**src/rtl/pipeline_hazard_ctl_if.sv**
```systemverilog
// Decode-side hazard control bundle: decoded-instruction descriptor,
// branch/memory status in, and pass/PC-advance/scoreboard status out.
interface pipeline_hazard_ctl_if #(
  parameter int NREG = 32
);
  logic            dec_valid;
  logic [4:0]      dec_src1;
  logic            dec_src1_en;
  logic [4:0]      dec_src2;
  logic            dec_src2_en;
  logic [4:0]      dec_dst1;
  logic [4:0]      dec_dst2;
  logic            dec_dst1_en;
  logic            dec_dst2_en;
  logic            dec_rd_flags;
  logic            dec_wr_flags;
  logic            br_taken;
  logic            mem_busy;
  logic            d_pass;
  logic            d_pcincr;
  logic [NREG-1:0] sb_pending;
  logic [15:0]     stall_cycles;

  // Decoder / pipeline side: presents instructions and status.
  modport master (
    output dec_valid, dec_src1, dec_src1_en, dec_src2, dec_src2_en,
           dec_dst1, dec_dst2, dec_dst1_en, dec_dst2_en,
           dec_rd_flags, dec_wr_flags, br_taken, mem_busy,
    input  d_pass, d_pcincr, sb_pending, stall_cycles
  );

  // Hazard controller side.
  modport slave (
    input  dec_valid, dec_src1, dec_src1_en, dec_src2, dec_src2_en,
           dec_dst1, dec_dst2, dec_dst1_en, dec_dst2_en,
           dec_rd_flags, dec_wr_flags, br_taken, mem_busy,
    output d_pass, d_pcincr, sb_pending, stall_cycles
  );
endinterface

```
**src/rtl/pipeline_hazard_ctl.sv**
```systemverilog
// Decode-stage hazard controller. A countdown scoreboard tracks in-flight
// GPR and flag writes; dependent instructions are held (NOP injected, PC
// held) until the producer's write is visible. Taken branches insert a
// fixed run of bubbles, a busy memory port stalls fetch, and a saturating
// counter records cycles in which a valid instruction was held back.
module pipeline_hazard_ctl #(
  parameter int WB_LAT    = 3,   // 1..15
  parameter int FLUSH_LEN = 2,   // 1..15
  parameter int NREG      = 32   // index width is fixed at 5 bits
) (
  input  logic                   clk,
  input  logic                   rst,
  pipeline_hazard_ctl_if.slave   bus
);

  localparam logic [3:0] LAT_LOAD   = 4'(WB_LAT);
  localparam logic [3:0] FLUSH_LOAD = 4'(FLUSH_LEN - 1);

  typedef enum logic [1:0] {
    MODE_RUN,
    MODE_HAZARD,
    MODE_MEMSTALL,
    MODE_FLUSH
  } mode_e;

  logic [3:0]      cnt     [NREG];
  logic [3:0]      cnt_nxt [NREG];
  logic [3:0]      fcnt;
  logic [3:0]      flush_cnt;
  logic [15:0]     stall_q;
  logic [NREG-1:0] pending_q;
  logic            hazard;
  logic            issue;
  logic            pass;
  logic            pcincr;
  mode_e           mode;

  // Dependency check of the presented instruction against unfinished writes.
  always_comb begin
    hazard = 1'b0;
    if (bus.dec_valid) begin
      if (bus.dec_src1_en && cnt[bus.dec_src1] != 4'd0) hazard = 1'b1;
      if (bus.dec_src2_en && cnt[bus.dec_src2] != 4'd0) hazard = 1'b1;
      if ((bus.dec_rd_flags || bus.dec_wr_flags) && fcnt != 4'd0) hazard = 1'b1;
    end
  end

  // Prioritised mode select and the resulting pass / PC-advance controls.
  always_comb begin
    // NOTE: every combinational output gets a default first so no path
    // leaves it unassigned and no latch is inferred.
    mode   = MODE_RUN;
    pass   = 1'b0;
    pcincr = 1'b0;
    if (flush_cnt != 4'd0 || bus.br_taken) mode = MODE_FLUSH;
    else if (bus.mem_busy)                 mode = MODE_MEMSTALL;
    else if (hazard)                       mode = MODE_HAZARD;
    if (!rst) begin
      case (mode)
        MODE_FLUSH:    pcincr = 1'b1;
        MODE_MEMSTALL,
        MODE_HAZARD:   ;
        default: begin
          pass   = 1'b1;
          pcincr = bus.dec_valid;
        end
      endcase
    end
  end

  assign issue = bus.dec_valid && pass;

  // Next scoreboard value per register: a new write wins over the countdown.
  always_comb begin
    for (int i = 0; i < NREG; i++) begin
      cnt_nxt[i] = cnt[i];
      if (issue && ((bus.dec_dst1_en && bus.dec_dst1 == 5'(i)) ||
                    (bus.dec_dst2_en && bus.dec_dst2 == 5'(i))))
        cnt_nxt[i] = LAT_LOAD;
      else if (cnt[i] != 4'd0)
        cnt_nxt[i] = cnt[i] - 4'd1;
    end
  end

  // Scoreboard, flag/flush countdowns and stall statistics.
  always_ff @(posedge clk) begin
    if (rst) begin
      // NOTE: the scoreboard is a small flop array, not a RAM, so it is
      // cleared on reset like any other state; pending writes are dropped.
      for (int i = 0; i < NREG; i++) cnt[i] <= 4'd0;
      fcnt      <= 4'd0;
      flush_cnt <= 4'd0;
      stall_q   <= 16'd0;
      pending_q <= '0;
    end else begin
      // NOTE: sequential state uses non-blocking assignments only, so every
      // register here samples the pre-edge values of its inputs.
      for (int i = 0; i < NREG; i++) begin
        cnt[i]       <= cnt_nxt[i];
        pending_q[i] <= (cnt_nxt[i] != 4'd0);
      end

      if (issue && bus.dec_wr_flags) fcnt <= LAT_LOAD;
      else if (fcnt != 4'd0)         fcnt <= fcnt - 4'd1;

      if (bus.br_taken)            flush_cnt <= FLUSH_LOAD;
      else if (flush_cnt != 4'd0)  flush_cnt <= flush_cnt - 4'd1;

      if (bus.dec_valid && !pass && stall_q != 16'hFFFF)
        stall_q <= stall_q + 16'd1;
    end
  end

  assign bus.d_pass       = pass;
  assign bus.d_pcincr     = pcincr;
  assign bus.sb_pending   = pending_q;
  assign bus.stall_cycles = stall_q;

endmodule

```
**src/flat_wrapper.sv**
```systemverilog
// flat-port wrapper written by rule: the top's interface ports become plain ports
module pipeline_hazard_ctl_flat 
#(
  parameter int WB_LAT    = 3,           
  parameter int FLUSH_LEN = 2,           
  parameter int NREG      = 32                                    
)
  (clk, rst, bus_dec_valid, bus_dec_src1, bus_dec_src1_en, bus_dec_src2, bus_dec_src2_en, bus_dec_dst1, bus_dec_dst2, bus_dec_dst1_en, bus_dec_dst2_en, bus_dec_rd_flags, bus_dec_wr_flags, bus_br_taken, bus_mem_busy, bus_d_pass, bus_d_pcincr, bus_sb_pending, bus_stall_cycles);
  pipeline_hazard_ctl_if #(.NREG(NREG)) bus_i ();
  input  logic clk;
  input  logic rst;
  input wire logic [$bits(bus_i.dec_valid)-1:0] bus_dec_valid;
  input wire logic [$bits(bus_i.dec_src1)-1:0] bus_dec_src1;
  input wire logic [$bits(bus_i.dec_src1_en)-1:0] bus_dec_src1_en;
  input wire logic [$bits(bus_i.dec_src2)-1:0] bus_dec_src2;
  input wire logic [$bits(bus_i.dec_src2_en)-1:0] bus_dec_src2_en;
  input wire logic [$bits(bus_i.dec_dst1)-1:0] bus_dec_dst1;
  input wire logic [$bits(bus_i.dec_dst2)-1:0] bus_dec_dst2;
  input wire logic [$bits(bus_i.dec_dst1_en)-1:0] bus_dec_dst1_en;
  input wire logic [$bits(bus_i.dec_dst2_en)-1:0] bus_dec_dst2_en;
  input wire logic [$bits(bus_i.dec_rd_flags)-1:0] bus_dec_rd_flags;
  input wire logic [$bits(bus_i.dec_wr_flags)-1:0] bus_dec_wr_flags;
  input wire logic [$bits(bus_i.br_taken)-1:0] bus_br_taken;
  input wire logic [$bits(bus_i.mem_busy)-1:0] bus_mem_busy;
  output wire logic [$bits(bus_i.d_pass)-1:0] bus_d_pass;
  output wire logic [$bits(bus_i.d_pcincr)-1:0] bus_d_pcincr;
  output wire logic [$bits(bus_i.sb_pending)-1:0] bus_sb_pending;
  output wire logic [$bits(bus_i.stall_cycles)-1:0] bus_stall_cycles;
  assign bus_i.dec_valid = bus_dec_valid;
  assign bus_i.dec_src1 = bus_dec_src1;
  assign bus_i.dec_src1_en = bus_dec_src1_en;
  assign bus_i.dec_src2 = bus_dec_src2;
  assign bus_i.dec_src2_en = bus_dec_src2_en;
  assign bus_i.dec_dst1 = bus_dec_dst1;
  assign bus_i.dec_dst2 = bus_dec_dst2;
  assign bus_i.dec_dst1_en = bus_dec_dst1_en;
  assign bus_i.dec_dst2_en = bus_dec_dst2_en;
  assign bus_i.dec_rd_flags = bus_dec_rd_flags;
  assign bus_i.dec_wr_flags = bus_dec_wr_flags;
  assign bus_i.br_taken = bus_br_taken;
  assign bus_i.mem_busy = bus_mem_busy;
  assign bus_d_pass = bus_i.d_pass;
  assign bus_d_pcincr = bus_i.d_pcincr;
  assign bus_sb_pending = bus_i.sb_pending;
  assign bus_stall_cycles = bus_i.stall_cycles;
  pipeline_hazard_ctl #(.WB_LAT(WB_LAT), .FLUSH_LEN(FLUSH_LEN), .NREG(NREG)) u_core (.clk(clk), .rst(rst), .bus(bus_i));
endmodule
```
**config.mk**
```make
export PLATFORM = sky130hd
export DESIGN_NAME = pipeline_hazard_ctl_flat
export DESIGN_NICKNAME = d
export VERILOG_FILES = /design/src/rtl/pipeline_hazard_ctl_if.sv /design/src/rtl/pipeline_hazard_ctl.sv /design/src/flat_wrapper.sv
export SDC_FILE = /design/constraint.sdc
export NUM_CORES = 1
export LEC_CHECK = 0
export CAP_MARGIN = 20
export CORE_MARGIN = 1.5
export CORE_UTILIZATION = 30
export CTS_BUF_LIST = sky130_fd_sc_hd__clkbuf_4
export DETAILED_ROUTE_END_ITERATION = 10
export SYNTH_ARGS = -nofsm -noshare
export SYNTH_HDL_FRONTEND = slang
export SYNTH_SLANG_ARGS = --single-unit
```
**constraint.sdc**
```tcl
create_clock -name clk -period 4 [get_ports clk]
set_clock_uncertainty 0.2 [all_clocks]
set_input_delay 0.8 -clock clk [delete_from_list [all_inputs] [get_ports clk]]
set_output_delay 0.8 -clock clk [all_outputs]
set_load 0.05 [all_outputs]
```
# --- Yosys cells after proc, flatten, opt, wreduce, memory -nomap -nowiden ---
# Memories as Yosys holds them, arrays and structs flattened.
# Index checks and enable logic that the tools add are counted.
totals:
  ramBits: 128
  out_inout_bits: 50
  register_bits: 56
  n_memories: 1
  wordCells: 468
mem_list:
  columns: ["name", "words", "word_bits", "rd", "rd_clocked_by_memory_dff", "write_ports", "line_no", "text"]
  rows:
  - ["u_core.cnt", 32, 4, 34, 0, 32, "pipeline_hazard_ctl.sv:26", "logic [3:0] cnt [NREG];"]
classes:
  n_mux: 114
  bitwise: 32
  add_sub_neg: 35
  eq_ne: 66
  n_reduce_logical: 214
ops:
  columns: ["cell", "n"]
  rows:
  - ["4-bit two-way mux", 96]
  - ["4-bit nonzero test", 68]
  - ["5-bit equality test, second input constant", 32]
  - ["4-bit by 1-bit subtractor with 4-bit output, second input constant", 34]
  - ["1-bit logical AND", 103]
  - ["5-bit by 4-bit equality test with 1-bit output, second input constant", 16]
  - ["5-bit by 3-bit equality test with 1-bit output, second input constant", 8]
  - ["1-bit logical OR", 34]
  - ["1-bit bitwise OR", 32]
  - ["5-bit by 2-bit equality test with 1-bit output, second input constant", 4]
  - ["16-bit by 1-bit adder with 16-bit output, second input constant", 1]
  - ["16-bit inequality test, second input constant", 1]
  - ["1-bit two-way mux", 13]
  - ["5-bit by 1-bit equality test with 1-bit output, second input constant", 2]
  - ["5-bit logical NOT", 2]
  - ["2-bit two-way mux", 4]
  - ["2-bit OR reduction", 3]
  - ["2-bit equality test, second input constant", 2]
  - ["2-bit nonzero test", 2]
  - ["3-bit OR reduction", 1]
  - ["2-bit by 1-bit equality test with 1-bit output, second input constant", 1]
  - ["1-bit one-hot mux with 2 select lines", 1]
  - ["1-bit logical NOT", 1]

# --- Longest topological paths before layout ---
# Gate-level depths: netlist of the first run.
# An unclocked memory read counts as a cell.
logic_depth:
  depth_word: 18
  mapped_depth: 13

# --- Least setup slack after synthesis of the first run ---
# Ideal clock, no wire load.
synth_path:
  kind: "input to output"
  from: "input bus_dec_src1[3]"
  to: "output bus_d_pcincr"
  arrival_time_ps: 3285
  stages: 11
  path_slack_ps: -285
  required_time_ps: 3000
  path_cell_list: "clkbuf_1 > or3b_2 > a2111oi_2 > nor4_1 > nand4_1 > nor4b_4 > and2_1 > buf_4 > buf_6 > buf_6 > o21bai_1"
synth_via:
  elab_chain_cells: 14
synth_rtl:
  columns: ["item", "line_no", "text"]
  rows:
  - ["from (decl)", "flat_wrapper.sv:13", "input wire logic [$bits(bus_i.dec_src1)-1:0] bus_dec_src1;"]
  - ["memory 32 x 4 bit *", null, null]
  - ["4-bit nonzero test *", "pipeline_hazard_ctl.sv:42", "if (bus.dec_src1_en && cnt[bus.dec_src1] != 4'd0) hazard = 1'b1;"]
  - ["1-bit logical AND *", "pipeline_hazard_ctl.sv:42", null]
  - ["1-bit two-way mux *", "pipeline_hazard_ctl.sv:42", null]
  - ["1-bit two-way mux *", "pipeline_hazard_ctl.sv:43", "if (bus.dec_src2_en && cnt[bus.dec_src2] != 4'd0) hazard = 1'b1;"]
  - ["1-bit two-way mux *", "pipeline_hazard_ctl.sv:44", "if ((bus.dec_rd_flags || bus.dec_wr_flags) && fcnt != 4'd0) hazard = 1'b1;"]
  - ["1-bit two-way mux *", "pipeline_hazard_ctl.sv:41", "if (bus.dec_valid) begin"]
  - ["1-bit two-way mux *", "pipeline_hazard_ctl.sv:57", "else if (hazard) mode = MODE_HAZARD;"]
  - ["2-bit two-way mux *", "pipeline_hazard_ctl.sv:56", "else if (bus.mem_busy) mode = MODE_MEMSTALL;"]
  - ["2-bit two-way mux *", "pipeline_hazard_ctl.sv:55", "if (flush_cnt != 4'd0 || bus.br_taken) mode = MODE_FLUSH;"]
  - ["2-bit equality test / 2-bit by 1-bit equality test with 1-bit output (equally long branches)", "pipeline_hazard_ctl.sv:59", "case (mode)"]
  - ["2-bit OR reduction", "pipeline_hazard_ctl.sv:59", null]
  - ["1-bit one-hot mux with 2 select lines *", "pipeline_hazard_ctl.sv:59", null]
  - ["1-bit two-way mux *", "pipeline_hazard_ctl.sv:58", "if (!rst) begin"]
  - ["to (decl)", "flat_wrapper.sv:26", "output wire logic [$bits(bus_i.d_pcincr)-1:0] bus_d_pcincr;"]
# Every way passes the cells marked *; elsewhere a longest branch is shown, timed or not.

# --- Final worst setup path of the first run ---
layout_path:
  from: "input bus_dec_src2[2]"
  to: "output bus_d_pcincr"
layout_via:
  elab_chain_cells: 13
layout_rtl:
  columns: ["item", "line_no", "text"]
  rows:
  - ["from (decl)", "flat_wrapper.sv:15", "input wire logic [$bits(bus_i.dec_src2)-1:0] bus_dec_src2;"]
  - ["memory 32 x 4 bit *", null, null]
  - ["4-bit nonzero test *", "pipeline_hazard_ctl.sv:43", null]
  - ["1-bit logical AND *", "pipeline_hazard_ctl.sv:43", null]
  - ["1-bit two-way mux *", "pipeline_hazard_ctl.sv:43", null]
  - ["1-bit two-way mux *", "pipeline_hazard_ctl.sv:44", null]
  - ["1-bit two-way mux *", "pipeline_hazard_ctl.sv:41", null]
  - ["1-bit two-way mux *", "pipeline_hazard_ctl.sv:57", null]
  - ["2-bit two-way mux *", "pipeline_hazard_ctl.sv:56", null]
  - ["2-bit two-way mux *", "pipeline_hazard_ctl.sv:55", null]
  - ["2-bit equality test / 2-bit by 1-bit equality test with 1-bit output (equally long branches)", "pipeline_hazard_ctl.sv:59", null]
  - ["2-bit OR reduction", "pipeline_hazard_ctl.sv:59", null]
  - ["1-bit one-hot mux with 2 select lines *", "pipeline_hazard_ctl.sv:59", null]
  - ["1-bit two-way mux *", "pipeline_hazard_ctl.sv:58", null]
# Marks and branches as above.

==> out/summary.md, run 1 <==
The run finished, with violations left. The final reports fail on negative setup slack. The routed design could run at a clock period as short as 4.12 ns. The worst pin sits at a relative slew slack of 39.4%. For this design the ratio of total power to cell area is 790 mW/mm^2. Sequential elements use 35.6% of the synthesized area.

The tools report the critical register-to-register path startpoint as u_core.cnt[22][0]. For this design the total switching power over the nets is 4.38 mW. For this run, the total global-route usage over all layers was measured as 15.4%.

The initial utilization of the core area, before any placement, comes to 30.7%. The tools report the global placer's final weighted congestion as 0.891. After synthesis the netlist holds a flip-flop and latch count of 184.

The run gives 8,652 as the number of global-route vias before repair. The sort of element at the end of the critical path was a primary output. In this run the cell area of the synthesized design comes to 0.0104 sq mm.

The main flop type after synthesis is dfxtp_1. Transition at the pin with the smallest max-transition slack: 0.909 ns. Combinational logic is responsible for 57.1% of the overall power. Along the worst hold path, the cell count comes to 2. Cell internal power was estimated by the tool at 5.37 mW. The longest clock path from root to sink contains 2 buffers.

Counting flops with a built-in enable in the synthesized netlist gives 0. The die outline height is 189 um. The final layout contains 1,415 nets. The number of failing hold endpoints at the final stage was 0.

The analysis attributes to cell leakage a power of 4.48 nW. The largest net degree at the start of global routing is 200. The overall overflow remaining after global route was 0. In the synthesized netlist, the number of instances is 1,252.

The worst hold path begins at u_core.flush_cnt[1]. In the layout the commonest cells are 178 x dfxtp_1, 144 x a21oi_1, 130 x nor2_1. In this run the register-to-register setup slack is 0.57 ns. The run gives 0 as the count of maximum capacitance violations.

Startpoint-to-endpoint class of the critical path: input port to primary output. Share of synthesized flip-flops with an asynchronous set or reset: 0%. The tools report the total CTS buffers as 17.

The final max-slew violation count is 0, and the insertion delay to the later sink of the worst-skew pair is 0.62 ns. The post-layout utilization of the core is 36.5%, and the via density per instance is 5.23. TritonCTS built the clock tree. The first TritonRoute pass finished after 6 iterations. Setup violations remaining at the end of the flow were counted as 2.

Based on the critical path, the design can be clocked at up to 243 MHz. The path with the worst hold slack has its endpoint at u_core.flush_cnt[1]. The die covers 0.0356 sq mm.

Counting cells, the worst reg-to-reg path comes to 10. The synthesized netlist contains 63 unique library cells. The post-detailed-route wirelength per cell is 15.3 um, and the area added between synthesis and finish is 19.1%. The logs give 4 for the number of antenna violations at the first check in global routing and 3.00 ns for the critical path data required time. The area of all placed cells without fillers is 0.0123 sq mm, and the highest ir drop seen on vdd is 0.296 mV.

The run gives 0 as the cts-stage hold buffer count. The first global-routing pass estimated 44,200 um of wire. The tools report the master cell of the clock root buffer as clkbuf_4. The area of the multi-input gates came out at 0.00632 sq mm.

The placement-stage worst setup slack came out at -0.166 ns. Net switching is 44.9% of the power. The library cell used most frequently in the layout, excluding fill and tap cells, is dfxtp_1.

In this run the cell area measured after placement is 0.0118 sq mm. The fraction of layout instances using a drive strength above 1 is 12.5%. For the depth of the CTS H-tree, the log shows 4. Summing all flip-flop and latch instances after layout gives 0.00369 sq mm. The horizontal die dimension was 189 um. The data arrival time of the critical path came out at 3.12 ns. After detailed routing, the total wire length is 27,700 um. In this run, the number of DRC markers left after iteration 0 of detailed routing was 756. After clock tree synthesis, the clock-pin slew on the worst setup and hold paths is 0.16 ns. The per-instance average area after synthesis is 8.27 sq um, and the number of fillers in the final layout is 3,377. The count of warnings emitted by yosys is 0, and the number of sinks handled by clock tree synthesis is 184.

For this design the top-level I/O count stands at 81. In this run the critical register-to-register path is captured at u_core.bus.stall_cycles[10]. The min-delay analysis places its worst path in the category flop to flop.

The worst hold slack across all endpoints came out at 0.333 ns. The number of DRC violations after detailed routing is 0. Detailed placement finished with a half-perimeter wire length of 19,800 um. For the core area, the log shows 0.0338 sq mm. The worst setup path is launched from an input port.

The number of core rows was 67. The number of vias after detailed routing was 9,470. The tools report the part of the power in registers as 31.7%. When the netlist entered floorplanning its net count stood at 1,320. The final cycle utilization of the critical path was 103%. The worst setup margin is -0.116 ns. Setup repair after global routing could not meet its margin everywhere. Buffers placed on the I/O ports in this run total 80.

The largest fanout on the critical path was 5; the share of power burned in the clock network was 11.2%. The post-route antenna net violation count came out at 0.
[cells by family (layout without fill, tap and decap cells)]
| family | count (synthesis) | after routing | synth area share [%] |
|---|---|---|---|
| multiplexers | 53 | 53 | 6.55 |
| other | 0 | 3 | 0 |
| flip-flops | 184 | 184 | 35.6 |
| buffers and inverters | 122 | 230 | 5.03 |
| XOR/XNOR | 41 | 41 | 3.47 |
| adder cells (fa/ha/maj) | 37 | 37 | 4.47 |
| AO/OA/AOI/OAI | 290 | 290 | 17.0 |
| AND/OR/NAND/NOR | 525 | 525 | 27.9 |
[stage by stage]
step / total power, mW / instances / TNS (ns)
6_report: 9.75 / 1811 / -0.130
2_1_floorplan: 7.08 / 1252 / 0
3_5_place_dp: 8.46 / 1771 / -0.881
5_1_grt: 10.6 / 1810 / -0.304
4_1_cts: 9.77 / 1808 / -0.143
3_3_place_gp: 8.35 / 1771 / -1.56
[registers in the layout (all words and copies together) (netlist names)]
signal,count
u_core.flush_cnt,4
u_core.fcnt,4
u_core.bus.stall_cycles,16
u_core.cnt,128
u_core.bus.sb_pending,32
[routing by layer]
layer | track usage (%) | vias up | routed length, um | share of wire, %
met3 | 2.79 | 30 | 1300 | 4.7
met5 | 0 | - | 17 | 0.061
met4 | 5.40 | 2 | 516 | 1.9
met2 | 25.1 | 218 | 12900 | 47
met1 | 20.3 | 4474 | 12900 | 47
li1 | - | 4746 | - | -
[cells in the mapped netlist (16+ instances only)]
cell type / n / area [sq um]
a211oi_1: 32 / 240
a21oi_1: 144 / 721
a221oi_1: 25 / 219
clkbuf_1: 32 / 120
dfxtp_1: 184 / 3680
ha_1: 37 / 463
inv_1: 70 / 263
mux2_2: 25 / 282
mux2i_1: 16 / 160
nand2_1: 49 / 184
nand2b_1: 64 / 400
nand3_1: 50 / 250
nand3b_1: 27 / 203
nor2_1: 136 / 510
nor2b_1: 18 / 113
nor3_1: 51 / 255
nor4_1: 20 / 125
o21ai_0: 22 / 110
o22ai_1: 33 / 206
or3_1: 35 / 219
xnor2_1: 39 / 342
[repair_timing]
action | CTS | global route
buffers inserted | 7 | 0
endpoints found under the setup margin | 2 | 2
resized for setup | 34 | 7
cloned | 0 | 0
pin swaps | 8 | 1
[critical path, stage by stage]
cell and delay, ns:
clkdlybuf4s50_1 0.60, nand2b_1 0.22, nor4b_1 0.39, nor4_2 0.11, a32oi_2 0.34, nor4b_4 0.09
and2_4 0.17, o21bai_4 0.19, buf_12 0.19
[power groups by stage]
| stage | Combinational, mW | Clock, mW | Sequential [mW] |
|---|---|---|---|
| 6_report | 5.57 | 1.09 | 3.09 |
| 5_1_grt | 6.17 | 1.21 | 3.19 |
| 4_1_cts | 5.55 | 1.14 | 3.07 |
| 3_5_place_dp | 5.37 | 0 | 3.09 |
| 3_3_place_gp | 5.26 | 0 | 3.09 |
| 2_1_floorplan | 3.56 | 0 | 3.53 |
[area by class of cell]
class	instances	area share, %
Multi-Input combinational cell	946	51.3
Sequential cell	184	29.9
Timing Repair Buffer	127	9.79
Tap cell	448	4.54
Inverter	71	2.16
Clock inverter	15	1.25
Clock buffer	17	1.03
Antenna cell	3	0.0608
[how the worst max path moves through the flow]
stage	start	to	slack, ns	cells past startpoint
floorplan	bus_dec_src2[1]	bus_d_pcincr	0.03	10
global placement	bus_dec_wr_flags	bus_d_pcincr	-0.19	11
detailed placement	bus_dec_wr_flags	bus_d_pcincr	-0.17	11
CTS	u_core.cnt[22][0]	bus_d_pcincr	-0.14	9
global route	u_core.cnt[20][0]	bus_d_pcincr	-0.23	9
finish	bus_dec_src2[2]	bus_d_pcincr	-0.12	9
No activity file was read; power rests on OpenSTA's default activity.
==> run 2, diff against run 1 <==
--- a/config.mk
+++ b/config.mk
@@ -7,7 +7,7 @@
 export LEC_CHECK = 0
 export CAP_MARGIN = 20
 export CORE_MARGIN = 1.5
-export CORE_UTILIZATION = 30
+export CORE_UTILIZATION = 25
 export CTS_BUF_LIST = sky130_fd_sc_hd__clkbuf_4
 export DETAILED_ROUTE_END_ITERATION = 10
 export SYNTH_ARGS = -nofsm -noshare
==> run 2 against run 1 <==
The run still ends with negative setup slack left. Sequential power hardly changed. Combinational power is 2% higher. Clock power is 7% higher. Hold slack hardly changed. Sequential share of layout area is 0.58 points lower. First-iteration DRC count is 0.40% lower. Count of clock-buffer cells in the layout stayed put. Total power is 2.1% higher. Core utilization is 5.7 points lower. Critical path depth stayed put. Critical path type is now flop to primary output. Largest power group unchanged.
==> out/summary.md, run 2 (same netlist as run 1, synthesis figures left out) <==
The standby leakage power is 4.56 nW (+1.8%). The core area was 0.0408 sq mm (+21%); the horizontal die dimension was 207 um (+9.4%). The data arrival time of the critical path is 3.14 ns (+0.02 ns). The tools report the number of cells in the finished layout apart from fillers as 1,908 (+5.4%).

The die outline height was 207 um (+9.4%); the part of the power in registers was 31.2% (-0.5 points). The initial core utilization was 25.4% (-5.3 points); the count of input and output buffers was 80 (unchanged). The fraction of power spent switching nets is 44.6% (-0.27 points). The post-route antenna net violation count is 0 (unchanged), and the delay contributed by the slowest stage of the critical path is 0.57 ns (-0.03 ns).

The total CTS buffers is 17 (unchanged), and the number of DRC violations after detailed-routing iteration 0 is 753 (-0.40%). The number of global-route vias before repair is 8,948 (+3.4%). The startpoint-to-endpoint class of the critical path is flop to primary output.

The worst setup margin is -0.145 ns (-0.0282 ns), and the number of vias after detailed routing is 9,549 (+0.83%). The run gives 0.333 ns (+0.000168 ns) as the worst hold slack across all endpoints. Maximum operating frequency: 241 MHz (-0.68%). TritonCTS built the clock tree.

The largest fanout on the critical path works out to 4 (-1). The number of flip-flops in the largest register is 128 (unchanged). The sum of buffers and inverters on the critical path came out at 1 (-1). For the number of placed cells counting well taps, the log shows 1,856 (+4.8%). The wire length of the first global-routing pass was 45,500 um (+2.9%); the cell area reported after detailed placement was 0.0119 sq mm (+0.78%). The logs give -0.191 ns (-0.0257 ns) for the placement-stage worst setup slack and 4 (unchanged) for the depth of the CTS H-tree. The tools report the insertion delay to the later sink of the worst-skew pair as 0.65 ns (+0.03 ns). The count of boundary I/O pins came out at 81 (unchanged).

The run gives 199 (-0.50%) as the largest net degree at the start of global routing. For the number of DRC violations after detailed routing, the log shows 0 (unchanged). For the internal power consumption, the log shows 5.51 mW (+2.5%).

The most common library cell in the layout ignoring fill and taps was dfxtp_1. Number of core rows: 74 (+10%). The clock-pin slew on the worst setup and hold paths was 0.16 ns (about the same).

The final reports fail on negative setup slack. For the number of fillers in the final layout, the log shows 4,250 (+26%). The buffer levels on the longest clock path is 2 (unchanged). The tools report the relative slew slack as 34.9% (-4.5 points). Net switching power of the design: 4.44 mW (+1.4%).

Ranked by flip-flop count, first place goes to u_core.cnt. The post-route minimum period works out to 4.14 ns (+0.0282 ns). The via density per instance works out to 5.00 (-4.3%). The cell area power density works out to 790 mW/mm^2 (about the same). Full die area: 0.0427 sq mm (+20%). The area of all placed cells without fillers came out at 0.0126 sq mm (+2.1%). The global placer's final weighted congestion was 0.882 (-1.0%); the overall overflow remaining after global route was 0 (unchanged). For the final max-slew violation count, the log shows 0 (unchanged). The critical path data required time came out at 3.00 ns (about the same). The share of power burned in the clock network came out at 11.7% (+0.5 points). The final cycle utilization of the critical path is 104% (+0.71 points). The highest ir drop seen on vdd is 0.253 mV (-14%).

STA classifies the critical path startpoint as a flop. The count of maximum capacitance violations came out at 0 (unchanged). The class of the worst hold path is flop to flop. For this design, the slowest cell found on the critical path is or4_4. The run gives 28,800 um (+3.8%) as the final wirelength. Fraction of layout instances using a drive strength above 1: 14.0% (+1.5 points). The tools report the number of antenna violations at the first check in global routing as 6 (+2).

The logs give 1,425 (+0.71%) for the final net count and 13.5% (-1.8 points) for the aggregate global-route resource usage. The combinational group share of total power is 57.1% (about the same), and the area added between synthesis and finish is 21.6%. For the total of endpoints with negative setup slack in the final report, the log shows 2 (unchanged). In the layout the commonest cells are 176 x dfxtp_1, 143 x a21oi_1, 129 x nor2_1. The signal on the critical path passes through or3_4, nor2_4, mux4_2, nor3_1, or4_4, nor4b_4, and2_4, o21bai_4, buf_12. For the first-pass iteration count of the detailed router, the log shows 5 (-1). The worst setup path is captured at a primary output. The HPWL reported at the end of detailed placement came out at 20,600 um (+3.9%). The flow ran to the end, but the final reports show violations. The run gives -0.228 ns (-0.0984 ns) as the final total negative setup slack. The post-detailed-route wirelength per cell is 15.1 um (-1.5%).

Setup repair after global routing could not meet its margin everywhere. Master cell of the clock root buffer: clkbuf_4. For the number of failing hold endpoints at the final stage, the log shows 0 (unchanged).

In this design, the largest share of critical-path delay is due to simple AND/OR/NAND/NOR gates. The tools report the number of sinks handled by clock tree synthesis as 184 (unchanged). The transition at the pin with the smallest max-transition slack is 0.977 ns (+0.0682 ns).
## run 2: tightest hold or removal path: stages (launching register included)
cell      delay (ns)
dfxtp_1         0.36
nand2b_1        0.08
mux2i_1         0.06
## run 2: repair_timing
| item | 4_1_cts | 5_1_grt |
|---|---|---|
| setup buffers | 7 | 7 |
| gates cloned | 0 | 0 |
| hold buffers | 0 | 0 |
| pin swaps | 5 | 7 |
| resized for setup | 30 | 29 |
| setup endpoints to repair | 2 | 2 |
## run 2: stage by stage
stage | utilization (%) | total power [mW]
2_1_floorplan | - | 7.08
3_3_place_gp | 29.2 | 8.36
3_5_place_dp | 29.2 | 8.49
4_1_cts | 30.4 | 9.90
5_1_grt | 30.8 | 10.8
6_report | 30.9 | 9.95
## run 2: layout make-up
class / count / area (sq um) / area share (%)
multi-input combinational: 946 / 6360 / 50.5
clock buffer: 17 / 128 / 1.01
timing repair buffer: 137 / 1280 / 10.2
sequential: 184 / 3700 / 29.3
clock inverter: 15 / 183 / 1.45
antenna: 6 / 15.0 / 0.119
tap: 532 / 666 / 5.28
inverter: 71 / 267 / 2.12
## run 2: metal layers
layer	GRT usage, %	wire length [um]	up-vias
li1	-	-	4774
met3	2.89	1290	39
met4	6.19	736	4
met5	0	21	-
met2	22.3	13900	182
met1	16.9	12900	4550
## run 2: path summary, 6_finish.rpt
check	startpoint	endpoint	slack [ns]	cells past startpoint
setup / recovery	u_core.cnt[22][0]	bus_d_pcincr	-0.14	9
hold / removal	u_core.bus.stall_cycles[1]	u_core.bus.stall_cycles[1]	0.33	2
setup reg to reg	u_core.cnt[22][0]	u_core.bus.stall_cycles[6]	0.60	10
hold reg to reg	u_core.bus.stall_cycles[1]	u_core.bus.stall_cycles[1]	0.33	2
## run 2: power by group through the flow
stage / clock, mW / sequential [mW] / combinational, mW
6_report: 1.17 / 3.10 / 5.68
5_1_grt: 1.30 / 3.21 / 6.33
4_1_cts: 1.23 / 3.08 / 5.58
3_5_place_dp: 0 / 3.10 / 5.39
3_3_place_gp: 0 / 3.09 / 5.27
2_1_floorplan: 0 / 3.53 / 3.56
